**src/rtl/mst_arbiter.sv**
```systemverilog
// mst_arbiter
//   Packet-atomic round-robin arbiter. It shares the single bus-master command
//   FIFO (18-bit words toward pcie_tlp) between two receiver engines. A grant
//   lasts for one whole TLP. Data passes through combinationally. The block
//   also keeps per-port completed-TLP counters and a stall watchdog.
//
// Ports
//   sys_clk, sys_rst_n     clock (clk_125 domain), async active-low reset
//   reqN_req               port N has a TLP pending or in progress
//   reqN_din[17:0]         bit17 = TLP start, bit16 = TLP end, [15:0] payload
//   reqN_wr_en             port N write strobe
//   reqN_full              backpressure to port N (high unless N is granted)
//   mst_din, mst_wr_en     write side of the master FIFO
//   mst_full               master FIFO full
//   err_clr                pulse that clears timeout_err
//   grant[1:0]             one-hot current grant, 00 = idle
//   tlp_cnt0/1[15:0]       TLPs completed per port (wrapping)
//   timeout_err[1:0]       sticky watchdog flags, one per port
module mst_arbiter #(
    parameter int unsigned TIMEOUT = 1024
) (
    input  logic        sys_clk,
    input  logic        sys_rst_n,
    input  logic        req0_req,
    input  logic [17:0] req0_din,
    input  logic        req0_wr_en,
    output logic        req0_full,
    input  logic        req1_req,
    input  logic [17:0] req1_din,
    input  logic        req1_wr_en,
    output logic        req1_full,
    output logic [17:0] mst_din,
    output logic        mst_wr_en,
    input  logic        mst_full,
    input  logic        err_clr,
    output logic [1:0]  grant,
    output logic [15:0] tlp_cnt0,
    output logic [15:0] tlp_cnt1,
    output logic [1:0]  timeout_err
);

    localparam int unsigned WD_W = $clog2(TIMEOUT + 1);
    // The watchdog fires on the tick that would take it to TIMEOUT.
    localparam logic [WD_W-1:0] WD_LAST = WD_W'(TIMEOUT - 1);

    typedef enum logic [1:0] {
        IDLE   = 2'd0,
        GRANT0 = 2'd1,
        GRANT1 = 2'd2
    } state_e;

    state_e          state_q, state_d;
    logic            last_q, last_d;
    logic [15:0]     tlp_cnt0_q, tlp_cnt0_d;
    logic [15:0]     tlp_cnt1_q, tlp_cnt1_d;
    logic [1:0]      timeout_err_q, timeout_err_d;
    logic [WD_W-1:0] wd_q, wd_d;

    logic acc0, acc1, cur, acc, end_word, wd_tick, timeout;

    // Round-robin pick. p is the port that last held the bus. Prefer the
    // other port, fall back to p, otherwise go idle.
    function automatic state_e pick(input logic p, input logic r0, input logic r1);
        state_e s;
        s = IDLE;
        if (p) begin
            if (r0)      s = GRANT0;
            else if (r1) s = GRANT1;
        end else begin
            if (r1)      s = GRANT1;
            else if (r0) s = GRANT0;
        end
        return s;
    endfunction

    // Zero-latency data path and backpressure.
    assign req0_full   = (state_q != GRANT0) | mst_full;
    assign req1_full   = (state_q != GRANT1) | mst_full;
    assign acc0        = req0_wr_en & ~req0_full;
    assign acc1        = req1_wr_en & ~req1_full;
    assign mst_wr_en   = acc0 | acc1;
    assign mst_din     = (state_q == GRANT1) ? req1_din : req0_din;
    assign grant       = {state_q == GRANT1, state_q == GRANT0};
    assign tlp_cnt0    = tlp_cnt0_q;
    assign tlp_cnt1    = tlp_cnt1_q;
    assign timeout_err = timeout_err_q;

    // Only the granted port can have an accepted word, so these terms are
    // meaningful only in the GRANT states.
    assign cur      = (state_q == GRANT1);
    assign acc      = cur ? acc1 : acc0;
    assign end_word = acc & (cur ? req1_din[16] : req0_din[16]);
    assign wd_tick  = ~acc & ~mst_full;
    assign timeout  = wd_tick & (wd_q == WD_LAST);

    always_comb begin
        state_d       = state_q;
        last_d        = last_q;
        tlp_cnt0_d    = tlp_cnt0_q;
        tlp_cnt1_d    = tlp_cnt1_q;
        timeout_err_d = err_clr ? 2'b00 : timeout_err_q;
        wd_d          = wd_q;
        case (state_q)
            IDLE: begin
                if (req0_req | req1_req) begin
                    state_d = pick(last_q, req0_req, req1_req);
                    wd_d    = '0;
                end
            end
            GRANT0, GRANT1: begin
                if (end_word | timeout) begin
                    last_d  = cur;
                    state_d = pick(cur, req0_req, req1_req);
                    wd_d    = '0;
                    if (end_word) begin
                        if (cur) tlp_cnt1_d = tlp_cnt1_q + 16'd1;
                        else     tlp_cnt0_d = tlp_cnt0_q + 16'd1;
                    end else begin
                        // A timeout overrides err_clr in the same cycle.
                        timeout_err_d[cur] = 1'b1;
                    end
                end else if (acc) begin
                    wd_d = '0;
                end else if (wd_tick) begin
                    wd_d = wd_q + WD_W'(1);
                end
            end
            default: state_d = IDLE;
        endcase
    end

    always_ff @(posedge sys_clk or negedge sys_rst_n) begin
        if (!sys_rst_n) begin
            state_q       <= IDLE;
            last_q        <= 1'b1;
            tlp_cnt0_q    <= '0;
            tlp_cnt1_q    <= '0;
            timeout_err_q <= '0;
            wd_q          <= '0;
        end else begin
            state_q       <= state_d;
            last_q        <= last_d;
            tlp_cnt0_q    <= tlp_cnt0_d;
            tlp_cnt1_q    <= tlp_cnt1_d;
            timeout_err_q <= timeout_err_d;
            wd_q          <= wd_d;
        end
    end

endmodule

```
**config.mk**
```make
export PLATFORM = sky130hd
export DESIGN_NAME = mst_arbiter
export DESIGN_NICKNAME = d
export VERILOG_FILES = /design/src/rtl/mst_arbiter.sv
export SDC_FILE = /design/constraint.sdc
export NUM_CORES = 1
export LEC_CHECK = 0
export BUFFER_PORTS_ARGS = -buffer_cell sky130_fd_sc_hd__buf_4
export CAP_MARGIN = 20
export CORE_AREA = 2 2 117 74
export DETAILED_ROUTE_END_ITERATION = 6
export DIE_AREA = 0 0 119 76
export PLACE_DENSITY = 0.62
export SYNTH_ARGS = -nofsm -noshare
export SYNTH_HDL_FRONTEND = slang
export SYNTH_SLANG_ARGS = --single-unit
```
**constraint.sdc**
```tcl
create_clock -name sys_clk -period 1.99 [get_ports sys_clk]
set_input_delay 0.2985 -clock sys_clk [delete_from_list [all_inputs] [get_ports sys_clk]]
set_output_delay 0.2985 -clock sys_clk [all_outputs]
set_load 0.01 [all_outputs]
```
After elaboration in Yosys (flattened, before gate mapping)
Cells that the tools add are included.
{"block": "word_totals", "rom_bits": 0, "latch_bits": 0, "regBits": 48, "mem_count": 0, "ram_bits": 0}
{"block": "classes", "n_addsub": 3, "reduce_logical": 9, "eq_ne": 8, "order_cmp": 2, "n_div": 0, "bitwise_logic": 16, "muxes": 23, "mul": 0, "n_shift": 0}
{"op": "11-bit two-way mux", "n": 4}
{"op": "16-bit by 1-bit adder with 16-bit output, second input constant", "n": 2}
{"op": "2-bit two-way mux", "n": 11}
{"op": "11-bit one-hot mux with 2 select lines", "n": 1}
{"op": "18-bit two-way mux", "n": 1}
{"op": "11-bit by 1-bit adder with 11-bit output, second input constant", "n": 1}
{"op": "11-bit by 10-bit equality test with 1-bit output, second input constant", "n": 1}
{"op": "4-bit AND reduction", "n": 2}
{"op": "2-bit != test, second input constant", "n": 3}
{"op": "1-bit bitwise AND", "n": 5}
{"op": "1-bit NOT", "n": 5}
{"op": "1-bit OR", "n": 5}
{"op": "1-bit two-way mux", "n": 4}
{"op": "4-bit != test, second input constant", "n": 1}
{"op": "2-bit one-hot mux with 2 select lines", "n": 1}
{"op": "2-bit AND reduction", "n": 2}
{"op": "3-bit AND reduction", "n": 1}
{"op": "2-bit by 1-bit equality test with 1-bit output, second input constant", "n": 1}
{"op": "2-bit equality test, second input constant", "n": 1}
{"op": "2-bit logical NOT", "n": 1}
{"op": "1-bit by 2-bit < comparator with 1-bit output, second input constant", "n": 1}
{"op": "2-bit by 1-bit != test with 1-bit output, second input constant", "n": 1}
{"op": "2-bit OR", "n": 1}
{"op": "2-bit nonzero test", "n": 1}
{"op": "other kinds (4)", "n": 4}

Logic depth before layout (Yosys ltp)
{"block": "logic_depth", "word_depth": 11, "depth_mapped": 8, "ltp_nobuf": 6}

Worst setup path after synthesis
No wires, ideal clock.
{"block": "synth_timing", "kind": "register to register", "start": "register wd_q[0]", "end": "register state_q[0]", "arrival_ns": 1.987, "setup_ns": 0.128, "slack_ns": -0.125, "path_stages_with_launch": 7, "period_less_slack_ns": 2.115, "required_time_ns": 1.862, "cell_sequence": "dfrtp_1 > ha_1 > nand4_1 > or4b_4 > buf_6 > a211oi_2 > mux2_1"}
{"block": "synth_between", "elab_chain_len": 5}
{"item": "start: declaration", "line": "57", "source": "logic [WD_W-1:0] wd_q, wd_d;"}
{"item": "start signal: assignment", "line": "146", "source": "wd_q <= wd_d;"}
{"item": "11-bit by 10-bit equality test with 1-bit output", "line": "94", "source": "assign timeout = wd_tick & (wd_q == WD_LAST);"}
{"item": "1-bit bitwise AND", "line": "94"}
{"item": "1-bit OR", "line": "111", "source": "if (end_word | timeout) begin"}
{"item": "2-bit != test (no line)"}
{"item": "2-bit AND reduction (no line)"}
{"item": "end signal: assignment", "line": "141", "source": "state_q <= state_d;"}
{"item": "end: declaration", "line": "52", "source": "state_e state_q, state_d;"}
Every way passes these cells.
A chain may end at the register's enable or synchronous reset.

Worst setup path after layout
{"block": "layout_timing", "start": "register state_q[1]", "end": "register state_q[0]"}
{"block": "layout_between", "elab_chain_len": 11, "word_cells_on_any_way": 25, "classes_between": "eq/ne (6); mux (5); bitwise (11); reduce/logical (3)"}
{"item": "2-bit by 1-bit != test with 1-bit output or 2-bit != test (tied branches)", "line": "77, 78"}
{"item": "1-bit OR (on tied branches)", "line": "77, 78"}
{"item": "1-bit NOT (on tied branches)", "line": "79, 80"}
{"item": "1-bit bitwise AND (on tied branches)", "line": "79, 80"}
{"item": "1-bit two-way mux", "line": "91", "source": "assign acc = cur ? acc1 : acc0;"}
{"item": "1-bit NOT", "line": "93", "source": "assign wd_tick = ~acc & ~mst_full;"}
{"item": "1-bit bitwise AND", "line": "93"}
{"item": "1-bit bitwise AND", "line": "94"}
{"item": "1-bit OR", "line": "111"}
{"item": "2-bit != test (no line)"}
{"item": "2-bit AND reduction (no line)"}
Parallel ways exist; a longest one is shown, timed or not. The select of a mux whose other input is x is not followed.

==> reports/results.md <==
| Result | Reported |
| --- | --- |
| Post-detailed-route via-to-cell ratio | 4.91 |
| CTS clock-pin slew for the worst setup and hold paths | 0.06 ns |
| Starting DRT DRC Count | 138 |
| Number of flops mapped to enable cells by yosys | 0 |
| Number of global-route vias before repair | 2,472 |
| Overall global routing resource usage | 0.168 |
| PnR Total Power | 3.88 mW |
| Biggest cell delay along the critical path | 0.49 ns |
| Number of synthesized register bits | 48 |
| IO Port Bufs | 100 |
| Leading area contributor after synthesis | dfrtp_1 |
| Leading cell types by total area after synthesis | dfrtp_1 44%, mux2_2 8.3%, xnor2_1 5.8% |
| Cells traversed along the worst timing path | ha_4 -> buf_6 -> nand3b_1 -> a2111oi_4 -> a211oi_4 -> mux2_4 |
| Number of levels the H-tree was split into | 2 |
| Total count of max-transition violations in the final report | 0 |
| Syn Area/Cell | 10.3 sq um |
| Total die area | 0.00904 sq mm |
| Drc violations | 0 |
| N_diodes | 0 |
| Core region area | 0.00810 sq mm |
| Width of the die | 119 um |
| Max_slew headroom | 0.579 |
| Post-detailed-route count of antenna-violating nets | 0 |
| GRT Residual Overflow | 0 |
| Avg WL per Cell | 14.8 um |
| Worst reg2reg path startpoint | state_q[1] |
| Kind of critical path | register to register |
| Number of library cell types mapped by synthesis | 49 |
| TritonCTS buffer count | 5 |
| 1st-pass router iterations | 4 |
| GP Congestion | 0.864 |
| Die extent in y | 76 um |
| Root buffer cell | clkbuf_16 |
| Largest driver fanout on the critical path | 5 |
| Warnings, synthesis | 0 |
| Highest ir drop seen on vdd | 0.000417 V |
| Post-route clock skew | 0.00604 ns |
| Minimum setup slack in the final design | -0.00965 ns |
| Main synth FF type | dfrtp_1 |
| Final instance area | 0.00402 sq mm |
| Min Tclk post-route | 2.00 ns |
| Filler cells | 735 |
| Clk_lat worst skew | 0.29 ns |
| Number of endpoints failing setup at the final stage | 2 |
| CTS tree | done |
| Number of clock sinks seen by CTS | 48 |
| Largest net degree at the start of global routing | 49 |
| Hold WC Path Type | primary input to asynchronous set/reset pin |
| Slew at the pin with the worst max-slew slack | 0.632 ns |
| Antenna violations before repair | 0 |
| Fin nets | 441 |
| Highest achievable clock rate | 500 MHz |
| Total half-perimeter wirelength after legalization and detailed placement | 5.52 mm |
| Placed standard-cell area | 0.00375 sq mm |
| Commonest non-fill, non-tap cell in the layout | buf_4 |
| Post-synth top area share | 0.436 |
| Endpoint class of the critical path | register |
| PwrDens | 966 mW/mm^2 |
| Violations in the final reports | negative setup slack |
| Combined area of all synthesized cells | 0.00270 sq mm |
| Buffer levels on the longest clock path | 2 |
| Crit path launch type | register |
| Vias post-DR | 2,465 |
| Mapped Nets | 314 |
| Hold Violations, Final | 0 |
| Worst setup startpoint | state_q[1] |
| Top library cells by usage in the layout, fill and taps aside | 128 x buf_4, 47 x dfrtp_1, 20 x mux2_2 |
| Starting utilization of the core area | 0.333 |
| MaxCap Viol Count | 0 |
| WP data arrival | 2.17 ns |
| Share of the clock period used by the worst path after layout | 1.00 |
| Synthesized instance count | 263 |
| Run status | complete, but fails checks |
| Required @ worst endpoint | 2.16 ns |
| P&R area growth vs syn | 48.9% |
| RSZ-0062 raised after global routing | yes |
| Portion of the post-synthesis area used by sequential elements | 0.446 |
| Wire length of the first global-routing pass | 12.3 mm |
| End-of-flow core utilization | 0.496 |
| Wire length reported by the detailed router | 7.44 mm |
| Fraction of layout instances using a drive strength above 1 | 0.467 |
| Post-Place Setup Slack | -0.0681 ns |
| Crit path max-delay cell type | a2111oi_4 |
| Leak Pwr | 1.88 nW |
| Total I/O pin count | 101 |
| Async set or reset register ratio after synthesis | 1.00 |
| Row cnt | 26 |
==> area by class of cell <==
cell class                 instances  area [sq um]  area share
tap                              112           140      0.0349
timing repair buffer             130           992       0.247
clock buffer                       6           129      0.0321
multi-input combinational        189          1490       0.371
inverter                          16          60.1      0.0149
sequential                        48          1200       0.299
clock inverter                     1          5.00     0.00125
==> metrics by stage <==
stage | TNS, ns | std cells | hold slack (ns)
6_report | -0.0165 | 502 | 0.0252
5_1_grt | -0.186 | 502 | 0.0720
4_1_cts | -0.00281 | 500 | 0.0568
3_5_place_dp | -0.197 | 491 | 0.364
3_3_place_gp | 0 | 491 | 0.362
2_1_floorplan | -0.0866 | 263 | 0.00291
==> repair_timing <==
item,CTS,global route
pin swaps,2,5
hold buffers,0,0
gates resized for setup,6,20
setup endpoints to repair,23,37
buffers inserted,2,2
==> cells in the mapped netlist, drive strengths merged (5+ instances only) <==
cell type  count
nand2         20
xor2          12
nor2           8
mux2          23
dfrtp         47
and4           7
o21ai          8
xnor2         18
nor3           9
ha             7
clkbuf         6
inv           16
nand2b         5
nand4         12
nand3         17
==> layer usage <==
layer | track usage | part of all wire | up-vias
li1 | - | - | 1202
met1 | 0.244 | 0.49 | 1192
met2 | 0.252 | 0.45 | 65
met3 | 0.0397 | 0.045 | 6
met4 | 0.0393 | 0.010 | 0
met5 | 0 | 0 | -
==> logic make-up (layout without fill, tap and decap cells) <==
family          after synthesis  after routing  share of synthesized area
fa+ha+maj                     7              7                     0.0325
buf+inv                      26            153                     0.0408
xor+xnor                     30             30                     0.0974
compound gates               35             35                     0.0918
simple gates                 94             94                      0.196
flops                        48             48                      0.446
mux                          23             23                     0.0960
==> worst max-delay path, delay by kind of cell (launching register included) <==
kind | cells | cell delay (ns)
buffers and inverters | 1 | 0.13
AO/OA/AOI/OAI | 2 | 0.57
adder cells (fa/ha/maj) | 1 | 0.21
AND/OR/NAND/NOR | 1 | 0.23
flip-flops | 1 | 0.43
multiplexers | 1 | 0.31
==> final timing paths <==
kind	slack, ns	cells past startpoint	endpoint
max	-0.01	6	state_q[0]
min	0.03	1	timeout_err[1]
max reg2reg	-0.01	6	state_q[0]
min reg2reg	0.47	1	tlp_cnt1[15]
max in group asynchronous	1.53	1	tlp_cnt0[5]
min in group sys_clk	0.20	2	timeout_err[1]
==> registers in the layout, summed over array words and instances (netlist names) <==
name / count
last_q: 1
wd_q: 11
tlp_cnt1: 16
timeout_err: 2
state_q: 2
tlp_cnt0: 16
==> report_power, final <==
part	switching, mW	leakage, nW	internal (mW)
logic	0.880	1.18	1.05
registers	0.0889	0.639	1.06
clock network	0.342	0.0667	0.457
Power figures use the tool's default switching activity.
